$ cat config.mk
export PLATFORM = sky130hd
export DESIGN_NAME = fetch_prefetch
export DESIGN_NICKNAME = d
export VERILOG_FILES = /design/src/rtl/fetch_pkg.sv /design/src/rtl/fetch_fifo.sv /design/src/rtl/fetch_prefetch.sv
export SDC_FILE = /design/constraint.sdc
export NUM_CORES = 1
export LEC_CHECK = 0
export CAP_MARGIN = 20
export CORE_MARGIN = 2
export CORE_UTILIZATION = 50
export DETAILED_ROUTE_END_ITERATION = 8
export GPL_TIMING_DRIVEN = 0
export PLACE_DENSITY = 0.74
export SLEW_MARGIN = 5
export SYNTH_ARGS = -nofsm -noshare
export SYNTH_HDL_FRONTEND = slang
export SYNTH_HIERARCHICAL = 1
export SYNTH_SLANG_ARGS = --single-unit
$ cat constraint.sdc
create_clock -name clk -period 4 [get_ports clk]
set_input_delay 0.6 -clock clk [delete_from_list [all_inputs] [get_ports clk]]
set_output_delay 0.6 -clock clk [all_outputs]
set_load 0.05 [all_outputs]
$ cat src/rtl/fetch_pkg.sv
// Shared types and defaults for the prefetching instruction-fetch stage.
package fetch_pkg;

  localparam int FETCH_XLEN = 32;
  localparam logic [FETCH_XLEN-1:0] RESET_PC_DEFAULT = 32'h0000_0000;
  localparam int PC_STEP_DEFAULT = 4;

  typedef struct packed {
    logic [FETCH_XLEN-1:0] pc;
    logic [FETCH_XLEN-1:0] inst;
  } fetch_entry_t;

endpackage

$ cat src/rtl/fetch_fifo.sv
// Circular prefetch queue: write lands at end of push cycle, head is visible next cycle.
// No internal backpressure; the fetch credit check keeps pushes away from a full queue.
module fetch_fifo
  import fetch_pkg::*;
#(
  parameter int  DEPTH = 4,
  parameter type dat_t = fetch_entry_t
) (
  input  logic                   clk,
  input  logic                   rst,
  input  logic                   i_push,
  input  dat_t                   i_push_dat,
  input  logic                   i_pop,
  input  logic                   i_flush,
  output dat_t                   o_head_dat,
  output logic [$clog2(DEPTH):0] o_count
);

  localparam int AW = $clog2(DEPTH);

  dat_t          r_mem [DEPTH];
  logic [AW-1:0] r_wr_ptr;
  logic [AW-1:0] r_rd_ptr;
  logic [AW:0]   r_count;

  always_ff @(posedge clk) begin
    if (!rst) begin
      r_wr_ptr <= '0;
      r_rd_ptr <= '0;
      r_count  <= '0;
    end else if (i_flush) begin
      r_wr_ptr <= '0;
      r_rd_ptr <= '0;
      r_count  <= '0;
    end else begin
      if (i_push) r_wr_ptr <= r_wr_ptr + AW'(1);
      if (i_pop)  r_rd_ptr <= r_rd_ptr + AW'(1);
      case ({i_push, i_pop})
        2'b10:   r_count <= r_count + (AW+1)'(1);
        2'b01:   r_count <= r_count - (AW+1)'(1);
        default: r_count <= r_count;
      endcase
    end
  end

  // Storage needs no reset: the pointers alone define which slots are live.
  always_ff @(posedge clk) begin
    if (i_push) r_mem[r_wr_ptr] <= i_push_dat;
  end

  assign o_head_dat = (r_count != '0) ? r_mem[r_rd_ptr] : '0;
  assign o_count    = r_count;

endmodule

$ cat src/rtl/fetch_prefetch.sv
// Instruction fetch with prefetch queue: issue at N, entry pushed end of N+1, out_valid at N+2.
// Issue stalls when step_en is low or queue+inflight reaches DEPTH; redirect flushes and kills.
module fetch_prefetch
  import fetch_pkg::*;
#(
  parameter int              XLEN     = 32,
  parameter int              DEPTH    = 4,
  parameter logic [XLEN-1:0] RESET_PC = XLEN'(RESET_PC_DEFAULT),
  parameter int              PC_STEP  = PC_STEP_DEFAULT
) (
  input  logic                   clk,
  input  logic                   rst,
  input  logic                   step_en,
  input  logic                   redirect_valid,
  input  logic [XLEN-1:0]        redirect_pc,
  output logic                   mem_req,
  output logic [XLEN-1:0]        mem_addr,
  input  logic [XLEN-1:0]        mem_rdata,
  output logic                   out_valid,
  input  logic                   out_ready,
  output logic [XLEN-1:0]        out_inst,
  output logic [XLEN-1:0]        out_pc,
  output logic [$clog2(DEPTH):0] count
);

  localparam int CW = $clog2(DEPTH) + 1;

  typedef struct packed {
    logic [XLEN-1:0] pc;
    logic [XLEN-1:0] inst;
  } entry_t;

  logic [XLEN-1:0] r_pc;
  logic [XLEN-1:0] r_inflight_pc;
  logic            r_inflight;
  logic            r_kill;

  logic [CW:0]     w_occ;
  logic            w_push;
  logic            w_pop;
  entry_t          w_push_dat;
  entry_t          w_head;

  // Credits: a slot is reserved for the read still in flight, so a push never overflows.
  assign w_occ    = {1'b0, count} + {{CW{1'b0}}, r_inflight};
  assign mem_req  = step_en && !redirect_valid && (w_occ < (CW+1)'(DEPTH));
  assign mem_addr = r_pc;

  assign out_valid = (count != '0) && !redirect_valid;
  assign w_pop     = out_valid && out_ready;
  assign w_push    = r_inflight && !r_kill;

  assign w_push_dat.pc   = r_inflight_pc;
  assign w_push_dat.inst = mem_rdata;

  always_ff @(posedge clk) begin
    if (!rst) begin
      r_pc          <= RESET_PC;
      r_inflight_pc <= '0;
      r_inflight    <= 1'b0;
      r_kill        <= 1'b0;
    end else if (redirect_valid) begin
      // A response landing this cycle is dropped by the queue flush; mark it killed too.
      r_pc       <= redirect_pc;
      r_inflight <= 1'b0;
      r_kill     <= 1'b1;
    end else if (mem_req) begin
      r_pc          <= r_pc + XLEN'(PC_STEP);
      r_inflight    <= 1'b1;
      r_inflight_pc <= r_pc;
      r_kill        <= 1'b0;
    end else begin
      r_inflight <= 1'b0;
    end
  end

  fetch_fifo #(
    .DEPTH (DEPTH),
    .dat_t (entry_t)
  ) u_fifo (
    .clk        (clk),
    .rst        (rst),
    .i_push     (w_push),
    .i_push_dat (w_push_dat),
    .i_pop      (w_pop),
    .i_flush    (redirect_valid),
    .o_head_dat (w_head),
    .o_count    (count)
  );

  assign out_inst = w_head.inst;
  assign out_pc   = w_head.pc;

endmodule

==> results.cfg, run 1 <==
[die]
die_h_um = 167
fp-row-count = 59
io_pins = 170
die-area_um2 = 27900
fp.dieW_um = 167
core_um2 = 26100
initial_core_util_pct = 50.9

[placed_design]
placed_cells = 1367
dp_hpwl_um = 18600
detailedPlace.worstSlack_ns = 0.0920
io_buffers = 169
place.gp.congestion = 0.922
place_area_um2 = 15500

[final_layout]
final_area_um2 = 16500
layout.cells.non_filler = 1424
finalNetCount = 1141
final_cell_mix = edfxtp_1, clkdlybuf4s50_1, nand2_1, dfxtp_1, nor2b_1
area_growth_pct = 24.1
num-fill-cells = 1891
antenna_cells = 0
layout_commonest_cell = edfxtp_1
fin_util_pct = 63.2
drive_above_1_share_pct = 14.2

[yosys]
yosys_register_bits = 331
syn_nets = 934
yosys.cell_types.count = 56
synthCells = 858
ys.flop_type = edfxtp_1
avgSynthCellArea_um2 = 15.5
synth_area_um2 = 13300
synth_edf_count = 256
ys_warn_count = 6
synthArstFlopShare_pct = 0
yosysSeqAreaShare_pct = 69.3

[clock_network]
cts_setup_buffers = 0
post_cts_resized = 0
numCtsBuffers = 31
cts_tree = built
clkTransAtPathRegs_ns = 0.06
cts-root-buf = clkbuf_16
clockBufferDepth = 3
tritoncts_num_sinks = 331
hold_buffers = 0
clk_latency_ns = 0.56
cts.htree.levels = 1

[setup_path]
crit_required_ns = 3.40
rrSetupSlack_ns = 1.63
path_class = in -> out
endpoint_kind = primary output
crit_path_start_kind = input port
crit_arrival_ns = 2.97
worstPathMaxFanout = 10

[job]
maxCapViolCount = 0

[route]
postRouteAntennaNets = 0
drt_first_pass_iters = 8
drt-initial-drc-count = 714
via_per_inst = 5.62
drc = 0
wl_per_cell_um = 20.0
routed_wl_um = 28500
vias = 8002

[hold_path]
hold_path.class = reg -> reg

[sta]
holdWs_ns = 0.491
post-route-period-util_pct = 89.2
rsz0062_at_grt = no
final.setup.worst_slack_ns = 0.430
relSlewSlack_pct = 26.0
fin_crit_ns = 3.57
setup-tns-final_ns = 0
max_freq_mhz = 280
hold_violations = 0
finClkSkew_ns = 0.0285
final_max_slew_viol_count = 0
finalSetupViolations = 0
worstMarginPinSlew_ns = 1.10

[grt]
grt_pass1_vias = 7979
grt_max_degree = 58
antenna_found_initial = 0
overflow = 0
grt_pass1_wl_um = 44300
grt_usage_pct = 20.3

[pwr]
total_power_mw = 7.00
power_density_nw_per_um2 = 425
peakVddDrop_mv = 0.349
p_leak_nw = 5.05

[status]
status = finished, final reports clean
routing by layer:
metal / share of wire, % / track usage [%]
met3: 6.6 / 3.11
met1: 43 / 29.1
met5: 0 / 0
met2: 48 / 33.0
met4: 2.1 / 5.21
registers in the layout (all words and copies together), names as in the netlist, named ones only:
| register | flops |
|---|---|
| u_fifo/r_rd_ptr | 2 |
| r_inflight_pc | 32 |
| r_inflight | 1 |
| u_fifo/r_mem | 256 |
| r_kill | 1 |
| u_fifo/o_count | 3 |
| mem_addr | 32 |
| u_fifo/r_wr_ptr | 2 |
worst paths after layout:
check | from | end | cells past startpoint
setup / recovery | redirect_valid | mem_req | 7
hold / removal | mem_addr[0] | r_inflight_pc[0] | 2
setup reg to reg | u_fifo/o_count[0] | r_inflight_pc[30] | 6
hold reg to reg | mem_addr[0] | r_inflight_pc[0] | 2
power breakdown:
group,switching (mW),internal [mW],leakage [nW],total (mW)
clock network,1.21,1.53,0.455,2.74
logic,0.274,0.189,1.82,0.463
registers,0.0566,3.74,2.77,3.80
total,1.54,5.46,5.05,7.00
final cells by class:
type                       count  area [um2]  area share (%)
sequential                   331        9190            55.8
multi-input combinational    462        3770            22.9
timing repair buffer         174        1810            11.0
clock buffer                  39         827            5.02
tap                          335         419            2.55
buffer                        51         272            1.65
clock inverter                18         126           0.768
inverter                      14        52.6           0.319
kinds of logic after synthesis:
group,share of synthesized area (%)
DFF,69.3
AOI/OAI and AO/OA,5.13
and+or+nand+nor,10.1
xor gates and xnor gates,0.924
muxes,11.4
buffers and inverters,2.44
adders and majority gates,0.717
cell usage after synthesis, types with 8 or more instances:
master / number / area [um2]
nor2b_1: 66 / 413
and2_1: 9 / 56.3
nand2_1: 95 / 357
a21oi_1: 59 / 295
buf_6: 8 / 90.1
buf_2: 13 / 65.1
o21ai_0: 17 / 85.1
inv_1: 13 / 48.8
nand3_1: 16 / 80.1
clkbuf_1: 26 / 97.6
mux4_2: 64 / 1440
nor4_1: 11 / 68.8
dfxtp_1: 75 / 1500
nor2_1: 22 / 82.6
edfxtp_1: 256 / 7690
worst max-delay path, cell delays in order:
cell	delay [ns]
clkdlybuf4s50_1	0.48
nor2_1	0.21
nand3_1	0.34
clkinv_1	0.32
buf_2	0.29
buf_2	0.27
dlymetal6s2s_1	0.45
Note: power is estimated with default switching activity, not from simulation.
==> inputs of run 2 (changes only) <==
Settings changed: CORE_UTILIZATION 50 to 59, PLACE_DENSITY 0.74 to 0.85.
==> results.cfg, run 2 (synthesis gave the netlist of run 1 again) <==
[status]
status = finished, final reports clean

[die]
fp-row-count = 54
core_um2 = 22000
die_h_um = 154
fp.dieW_um = 154
die-area_um2 = 23700
io_pins = 170
initial_core_util_pct = 60.4

[grt]
grtUsageMet1_pct = 35.9
grt_use_met3_pct = 4.37
met2_usage_pct = 41.2
overflow = 0
antenna_found_initial = 0
grt_max_degree = 59
grt_usage_pct = 25.1
grt_pass1_wl_um = 46400
grt_pass1_vias = 8373
top_usage_layer = met2

[sta]
rsz0062_at_grt = no
setup-tns-final_ns = 0
worstMarginPinSlew_ns = 1.15
fin_crit_ns = 3.58
max_freq_mhz = 279
post-route-period-util_pct = 89.5
finalSetupViolations = 0
final.setup.worst_slack_ns = 0.419
finClkSkew_ns = 0.0225
final_max_slew_viol_count = 0
relSlewSlack_pct = 23.2
hold_violations = 0

[setup_path]
crit_required_ns = 3.40
critPathLaunch = redirect_valid
endpoint_kind = primary output
reg2regPathDepth = 6
worstReg2RegStart = u_fifo/o_count[0]
path_class = in -> out
worstPathMaxFanout = 10
endpoint = mem_req
r2r-end = r_inflight_pc[13]
rrSetupSlack_ns = 1.57
crit_path_start_kind = input port
crit_arrival_ns = 2.98

[final_layout]
largest_register_ffs = 256
drive_above_1_share_pct = 15.2
area_growth_pct = 25.1
finalNetCount = 1144
layout_commonest_cell = edfxtp_1
num-fill-cells = 1266
antenna_cells = 0
final_cell_mix = edfxtp_1, clkdlybuf4s50_1, nand2_1, dfxtp_1, nor2b_1
largest_register = u_fifo/r_mem

[clock_network]
clkTransAtPathRegs_ns = 0.06
numCtsBuffers = 34
tritoncts_num_sinks = 331
cts.htree.levels = 2
cts_tree = built
clk_latency_ns = 0.52
hold_buffers = 0
clockBufferDepth = 3
cts-root-buf = clkbuf_16

[placed_design]
place.gp.congestion = 0.962
io_buffers = 169
detailedPlace.worstSlack_ns = 0.0776
dp_hpwl_um = 18700

[route]
postRouteAntennaNets = 0
vias = 8316
drt_first_pass_iters = 5
via_per_inst = 6.05
drc = 0
routed_wl_um = 29400
drt-initial-drc-count = 915
wl_per_cell_um = 21.4

[pwr]
p_leak_nw = 5.16
power_density_nw_per_um2 = 449
peakVddDrop_mv = 0.262

[job]
maxCapViolCount = 0

[hold_path]
hold_path.class = reg -> reg
[run 2: cell count changes in the layout (fill, tap and decap cells not counted)]
cell	change
clkinv_1	-3
clkinv_2	+1
buf_4	-1
buf_6	+1
bufinv_16	+1
clkinvlp_4	-4
inv_6	+4
clkbuf_1	-3
clkbuf_8	+2
clkbuf_16	+5
clkinv_8	+1
inv_8	+1
[run 2: critical path, stage by stage]
cell             delay, ns
clkdlybuf4s50_1       0.49
nor2_1                0.21
nand3_1               0.37
clkinv_1              0.31
buf_2                 0.25
buf_2                 0.26
dlymetal6s2s_1        0.48
[run 2: worst min-delay path by stage]
stage                     startpoint                  end  slack [ns]  cells after the start
floorplan           r_inflight_pc[0]  u_fifo/r_mem[0][32]        0.46                      0
global placement         mem_addr[1]     r_inflight_pc[1]        0.47                      2
detailed placement       mem_addr[1]     r_inflight_pc[1]        0.47                      2
CTS                      mem_addr[1]     r_inflight_pc[1]        0.48                      2
global route             mem_addr[1]     r_inflight_pc[1]        0.49                      2
finish                   mem_addr[1]     r_inflight_pc[1]        0.48                      2
[run 2: layout make-up]
| class | count | area (um2) | area share [%] |
|---|---|---|---|
| plain buffers | 51 | 272 | 1.64 |
| clock buffers | 43 | 968 | 5.84 |
| clock inverters | 19 | 183 | 1.10 |
| inverters | 14 | 52.6 | 0.317 |
| multi-input cells | 462 | 3770 | 22.7 |
| flip-flops and latches | 331 | 9190 | 55.4 |
| well taps | 280 | 350 | 2.11 |
| repair buffers | 174 | 1820 | 10.9 |
[run 2: power by group]
group          total, mW  leakage (nW)  internal [mW]  switching (mW)
clock               3.18         0.572           1.88            1.30
sequential          3.80          2.77           3.74          0.0586
combinational      0.467          1.82          0.189           0.277
[run 2: per-layer routing]
metal	vias up	wire, um	part of all wire (%)
li1	3696	-	-
met1	4128	12100	41
met2	439	14300	49
met3	53	2500	8.5
met4	0	505	1.7
met5	-	0	0
[run 2: what timing repair did]
item	4_1_cts	5_1_grt
gates resized for setup	0	1
buffers inserted	0	0
endpoints found under the setup margin	0	1
[run 2: metrics by stage]
step	total power, mW	util, %	cells	area [um2]	hold WS (ns)
after floorplan	4.11	-	858	13300	0.460
after global placement	4.32	69.7	1307	15300	0.468
after detailed placement	4.33	70.3	1312	15400	0.472
after CTS	7.50	75.6	1374	16600	0.481
after global routing	7.65	75.6	1374	16600	0.495
final	7.44	75.6	1374	16600	0.479
